$ cat config.mk
export PLATFORM = sky130hd
export DESIGN_NAME = motor_host
export DESIGN_NICKNAME = d
export VERILOG_FILES = /design/src/rtl/motor_host.sv
export SDC_FILE = /design/constraint.sdc
export NUM_CORES = 1
export LEC_CHECK = 0
export CORE_MARGIN = 2
export CORE_UTILIZATION = 30
export CTS_CLUSTER_DIAMETER = 100
export DETAILED_ROUTE_END_ITERATION = 10
export GPL_TIMING_DRIVEN = 1
export SLEW_MARGIN = 5
export SYNTH_ARGS = -nofsm -noshare
export SYNTH_HDL_FRONTEND = slang
export SYNTH_SLANG_ARGS = --single-unit
$ cat constraint.sdc
create_clock -name clk -period 6.8 [get_ports clk]
set_input_delay 2.04 -clock clk [delete_from_list [all_inputs] [get_ports clk]]
set_output_delay 2.04 -clock clk [all_outputs]
set_load 0.05 [all_outputs]
$ cat src/rtl/motor_host.sv
// motor_host: host master for the motor peripheral tagged write/report pair.
// Ports: cmd_* from CPU, mot_* to peripheral, rep_* from peripheral,
// odo1/odo2 signed odometers, tag_err/timeout_err sticky flags (err_clr).
module motor_host #(
  parameter int TIMEOUT = 1000,
  parameter int ODO_W   = 32
) (
  input  logic                    clk,
  input  logic                    rst,
  input  logic                    cmd_valid,
  output logic                    cmd_ready,
  input  logic [23:0]             cmd_data,
  input  logic                    odo_clr,
  output logic [3:0]              mot_ctrl,
  output logic [23:0]             mot_data,
  output logic                    mot_wr,
  input  logic [3:0]              rep_ctrl,
  input  logic [23:0]             rep_data,
  input  logic                    rep_wr,
  output logic signed [ODO_W-1:0] odo1,
  output logic signed [ODO_W-1:0] odo2,
  output logic                    tag_err,
  output logic                    timeout_err,
  input  logic                    err_clr
);

  localparam int WD_W = $clog2(TIMEOUT + 1);

  typedef enum logic [1:0] {
    S_IDLE,
    S_ISSUE,
    S_WAIT
  } state_e;

  state_e            state_q, state_d;
  logic [3:0]        tag_q, tag_d;
  logic [3:0]        mot_ctrl_q, mot_ctrl_d;
  logic [23:0]       mot_data_q, mot_data_d;
  logic              mot_wr_q, mot_wr_d;
  logic [1:0]        cur_dir_q, cur_dir_d;
  logic [11:0]       last1_q, last1_d;
  logic [11:0]       last2_q, last2_d;
  logic [ODO_W-1:0]  odo1_q, odo1_d;
  logic [ODO_W-1:0]  odo2_q, odo2_d;
  logic              tag_err_q, tag_err_d;
  logic              to_err_q, to_err_d;
  logic              rep_wr_d_q, rep_wr_d_d;
  logic [WD_W-1:0]   wdog_q, wdog_d;

  logic              is_ovf, is_ack, is_bad, to_hit;
  logic [11:0]       dl1, dl2;
  logic [ODO_W-1:0]  dl1_x, dl2_x;

  always_comb begin
    state_d    = state_q;
    tag_d      = tag_q;
    mot_ctrl_d = mot_ctrl_q;
    mot_data_d = mot_data_q;
    mot_wr_d   = 1'b0;
    cur_dir_d  = cur_dir_q;
    last1_d    = last1_q;
    last2_d    = last2_q;
    odo1_d     = odo1_q;
    odo2_d     = odo2_q;
    wdog_d     = wdog_q;
    rep_wr_d_d = rep_wr;
    to_hit     = 1'b0;

    // Report fields are valid the cycle after rep_wr.
    is_ovf = rep_wr_d_q && (rep_ctrl == 4'hF);
    is_ack = rep_wr_d_q && (state_q == S_WAIT)
             && (rep_ctrl == mot_ctrl_q);
    is_bad = rep_wr_d_q && (state_q == S_WAIT)
             && !is_ovf && !is_ack;

    dl1   = rep_data[11:0] - last1_q;
    dl2   = rep_data[23:12] - last2_q;
    dl1_x = {{(ODO_W-12){1'b0}}, dl1};
    dl2_x = {{(ODO_W-12){1'b0}}, dl2};

    unique case (state_q)
      S_IDLE: begin
        if (cmd_valid) begin
          state_d    = S_ISSUE;
          mot_wr_d   = 1'b1;
          mot_ctrl_d = tag_q;
          mot_data_d = cmd_data;
        end
      end
      S_ISSUE: begin
        state_d = S_WAIT;
        wdog_d  = '0;
        tag_d   = (tag_q == 4'd14) ? 4'd0 : tag_q + 4'd1;
      end
      S_WAIT: begin
        wdog_d = wdog_q + 1'b1;
        if (is_ack) begin
          state_d   = S_IDLE;
          cur_dir_d = {mot_data_q[23], mot_data_q[11]};
        end else if (wdog_q == WD_W'(TIMEOUT)) begin
          state_d = S_IDLE;
          to_hit  = 1'b1;
        end
      end
      default: state_d = S_IDLE;
    endcase

    // Delta uses the direction in force before this report.
    if (is_ovf || is_ack) begin
      odo1_d  = cur_dir_q[0] ? odo1_q + dl1_x : odo1_q - dl1_x;
      odo2_d  = cur_dir_q[1] ? odo2_q + dl2_x : odo2_q - dl2_x;
      // The peripheral zeroes its counters on an accepted write.
      last1_d = is_ack ? 12'd0 : rep_data[11:0];
      last2_d = is_ack ? 12'd0 : rep_data[23:12];
    end

    if (odo_clr) begin
      odo1_d = '0;
      odo2_d = '0;
    end

    tag_err_d = (tag_err_q && !err_clr) || is_bad;
    to_err_d  = (to_err_q && !err_clr) || to_hit;
  end

  always_ff @(posedge clk or posedge rst) begin
    if (rst) begin
      state_q    <= S_IDLE;
      tag_q      <= '0;
      mot_ctrl_q <= '0;
      mot_data_q <= '0;
      mot_wr_q   <= 1'b0;
      cur_dir_q  <= '0;
      last1_q    <= '0;
      last2_q    <= '0;
      odo1_q     <= '0;
      odo2_q     <= '0;
      tag_err_q  <= 1'b0;
      to_err_q   <= 1'b0;
      rep_wr_d_q <= 1'b0;
      wdog_q     <= '0;
    end else begin
      state_q    <= state_d;
      tag_q      <= tag_d;
      mot_ctrl_q <= mot_ctrl_d;
      mot_data_q <= mot_data_d;
      mot_wr_q   <= mot_wr_d;
      cur_dir_q  <= cur_dir_d;
      last1_q    <= last1_d;
      last2_q    <= last2_d;
      odo1_q     <= odo1_d;
      odo2_q     <= odo2_d;
      tag_err_q  <= tag_err_d;
      to_err_q   <= to_err_d;
      rep_wr_d_q <= rep_wr_d_d;
      wdog_q     <= wdog_d;
    end
  end

  assign cmd_ready   = (state_q == S_IDLE);
  assign mot_ctrl    = mot_ctrl_q;
  assign mot_data    = mot_data_q;
  assign mot_wr      = mot_wr_q;
  assign odo1        = odo1_q;
  assign odo2        = odo2_q;
  assign tag_err     = tag_err_q;
  assign timeout_err = to_err_q;

endmodule

==> results.toml <==
[floorplanning]
die_w_um = 193
dieArea_mm2 = 0.0374
die_h_um = 193
ios = 154
coreArea_mm2 = 0.0354
rows = 69
initial_core_util = 0.304

[clocking]
htree_levels = 4
tritoncts = "yes"
cts.sinks = 138
postCtsHoldBufs = 0
cts_buffers = 17
clock_tree.root_cell = "clkbuf_16"
insertion_delay_ns = 0.45
cts_buffer_depth = 2
clkSlewWorstSetupHoldPaths_ns = 0.07

[synth]
synth_most_common_cell = "nand2_1"
synth_xor_area_frac = 0.0710
yosysTopAreaCell = "dfrtp_1"
syn_avg_cell_area_um2 = 8.56
synth_compound_area_frac = 0.226
syn-cell-area_mm2 = 0.0107
muxShareOfSynthArea = 0.0392
ys_warn_count = 0
synth_edf_count = 0
yosys.area.top_type_share = 0.321
synth_top_family_by_area = "compound AO/OA/AOI/OAI gates"
ys.flop_type = "dfrtp_1"
post_synth_num_cell_types = 76
ys_ff_latch = 138
yosys.area_share.adder = 0.117
yosys-top-cells-area = "dfrtp_1 (32%), ha_1 (11%), a21oi_1 (6.0%)"
yosys.area_share.simple = 0.183
synth-async-reset-ratio = 1.00
synth_commonest_cells = "nand2_1 (159), dfrtp_1 (138), a21oi_1 (128), ha_1 (94), nor2_1 (87)"
postSynthCellCount = 1255
syn_nets = 1411
ys_seq_area_frac = 0.321

[final_layout]
drive_gt1_frac = 0.197
fin_cells = 2020
n_antenna_cell = 0
nNetsFinal = 1702
final_area_mm2 = 0.0148
area.growth.synth_to_final_pct = 37.3
utilization = 0.417

[routing]
drc = 0
drtIter0Drc = 429
wire_per_inst_um = 15.4
viasPerCell = 5.08
dr.pass1.iters = 5
route.vias.total = 10300
finalWirelength_mm = 31.0
ant_nets = 0

[global_route]
grt_max_degree = 79
grt_usage = 0.165
antenna_found_initial = 3
grt_pass1_wl_mm = 50.8
grt_overflow = 0
grt_pass1_vias = 10100

[placed_design]
dpl-instance-area_mm2 = 0.0139
dp_slack_ns = -0.508
post-place-cells = 1981
routabilityCongestion = 0.903
dp_hpwl_mm = 23.4
portBuffers = 153

[power_and_ir_drop]
p_per_area_mw_per_mm2 = 413
vdd_drop_max_v = 0.000325
p_leak_nw = 6.53

[timing]
tightest_slew_ns = 0.970
fin_crit_sh = 0.963
setup_ws_ns = 0.250
slew-limit-headroom = 0.354
period_needed_ns = 6.55
slew_viol_final = 0
fmax_mhz = 153
fin_skew_ns = 0.0133
final.setup.tns_ns = 0
setup-violations-final = 0
finalHoldViolCount = 0

[worst_hold_path]
hp-class = "flip-flop to flip-flop"

[critical_path]
arrival_ns = 6.92
path_max_fanout = 5
crit_type = "primary input to flip-flop"
critPathRequiredTime_ns = 7.17
crit_path_end_kind = "flip-flop"
cp-start-kind = "primary input"

[run_status]
outcome = "completed"

[flow_run]
drv_cap = 0
report_power, final:
part / switching [W] / total (W) / internal [W]
registers: 0.000164 / 0.00117 / 0.00100
clock network: 0.000415 / 0.000926 / 0.000511
logic: 0.00217 / 0.00400 / 0.00183
total: 0.00275 / 0.00610 / 0.00335
cell type report:
class,instances,area [um^2]
multi-input cells,997,7070
clock inverters,14,140
well taps,461,577
flip-flops and latches,138,3450
inverters,65,249
fillers,3588,20600
clock buffers,18,429
repair buffers,327,2850
worst max-delay path, stage by stage:
cell and delay (ns):
clkdlybuf4s50_1 0.44, ha_2 0.39, nand3_2 0.11, o221ai_2 0.23, a2111oi_2 0.10, buf_4 0.15
a311oi_4 0.29, o2111ai_2 0.21, buf_4 0.18, nor4b_4 0.41, nor2_2 0.11, ha_1 0.34
a211oi_1 0.23, nor2_1 0.13, a21oi_1 0.23, nand2_1 0.09, o21a_1 0.23, a221oi_2 0.31
o31ai_2 0.12, buf_4 0.16, a311o_1 0.31, o211ai_1 0.09
sequential cells by signal (all words and copies together) (netlist names), 4 cells and up:
| register | count |
|---|---|
| wdog_q | 10 |
| tag_q | 4 |
| mot_ctrl | 4 |
| odo1 | 32 |
| last2_q | 12 |
| odo2 | 32 |
| last1_q | 12 |
| mot_data | 24 |
cells by family (layout without fill, tap and decap cells):
| family | Yosys count | in the layout |
|---|---|---|
| buffers and inverters | 120 | 424 |
| muxes | 38 | 38 |
| adders and majority gates | 98 | 98 |
| xor gates and xnor gates | 85 | 85 |
| DFF | 138 | 138 |
| AOI/OAI and AO/OA | 363 | 363 |
| and+or+nand+nor | 413 | 413 |
stage by stage:
stage	power [W]	hold WS, ns
3_5_place_dp	0.00503	0.496
6_report	0.00610	0.504
5_1_grt	0.00659	0.519
2_1_floorplan	0.00371	0.495
4_1_cts	0.00601	0.509
3_3_place_gp	0.00497	0.487
final timing paths:
check | to | cells past startpoint | slack, ns | start
min | mot_data[15] | 1 | 0.50 | mot_data[15]
max | odo2[30] | 22 | 0.25 | rep_data[16]
max reg2reg | odo2[30] | 22 | 1.82 | last2_q[0]
min reg2reg | mot_data[15] | 1 | 0.50 | mot_data[15]
min in group asynchronous | mot_data[12] | 2 | 2.01 | rst
max in group asynchronous | odo2[16] | 3 | 3.70 | rst
layout by cell type (no fill, tap or decap), types with 5 or more instances in the layout:
cell,n
dfrtp_1,138
or3_1,9
xnor2_1,60
mux2_2,33
mux2i_1,5
a21oi_1,122
nor2b_1,10
a211oi_1,20
and3_1,13
ha_1,91
a21o_1,34
buf_4,173
inv_6,5
a21oi_2,7
o211ai_1,11
nand2b_1,13
o21a_1,17
nor3_1,19
nand3_1,45
xor2_1,24
nor4b_1,8
nor4_1,6
o21bai_1,11
clkinvlp_4,5
o21ai_0,49
a41oi_1,14
clkdlybuf4s50_1,148
clkbuf_16,17
nor3_2,5
a31oi_1,13
nand2_1,159
nor2_1,83
o31a_1,5
o22ai_1,5
nand4_1,12
inv_1,63
timing repair:
action | in CTS | in global routing
pin swaps | 0 | 38
gates resized for setup | 2 | 50
endpoints found under the setup margin | 4 | 19
hold endpoints to repair | 0 | 0
setup buffers | 0 | 7
per-layer routing:
layer / global-route usage / wire length (um)
met4: 0.0475 / 505
met2: 0.271 / 14300
met1: 0.217 / 14500
met5: 0 / 42
met3: 0.0384 / 1660
No activity file was read; power rests on OpenSTA's default activity.
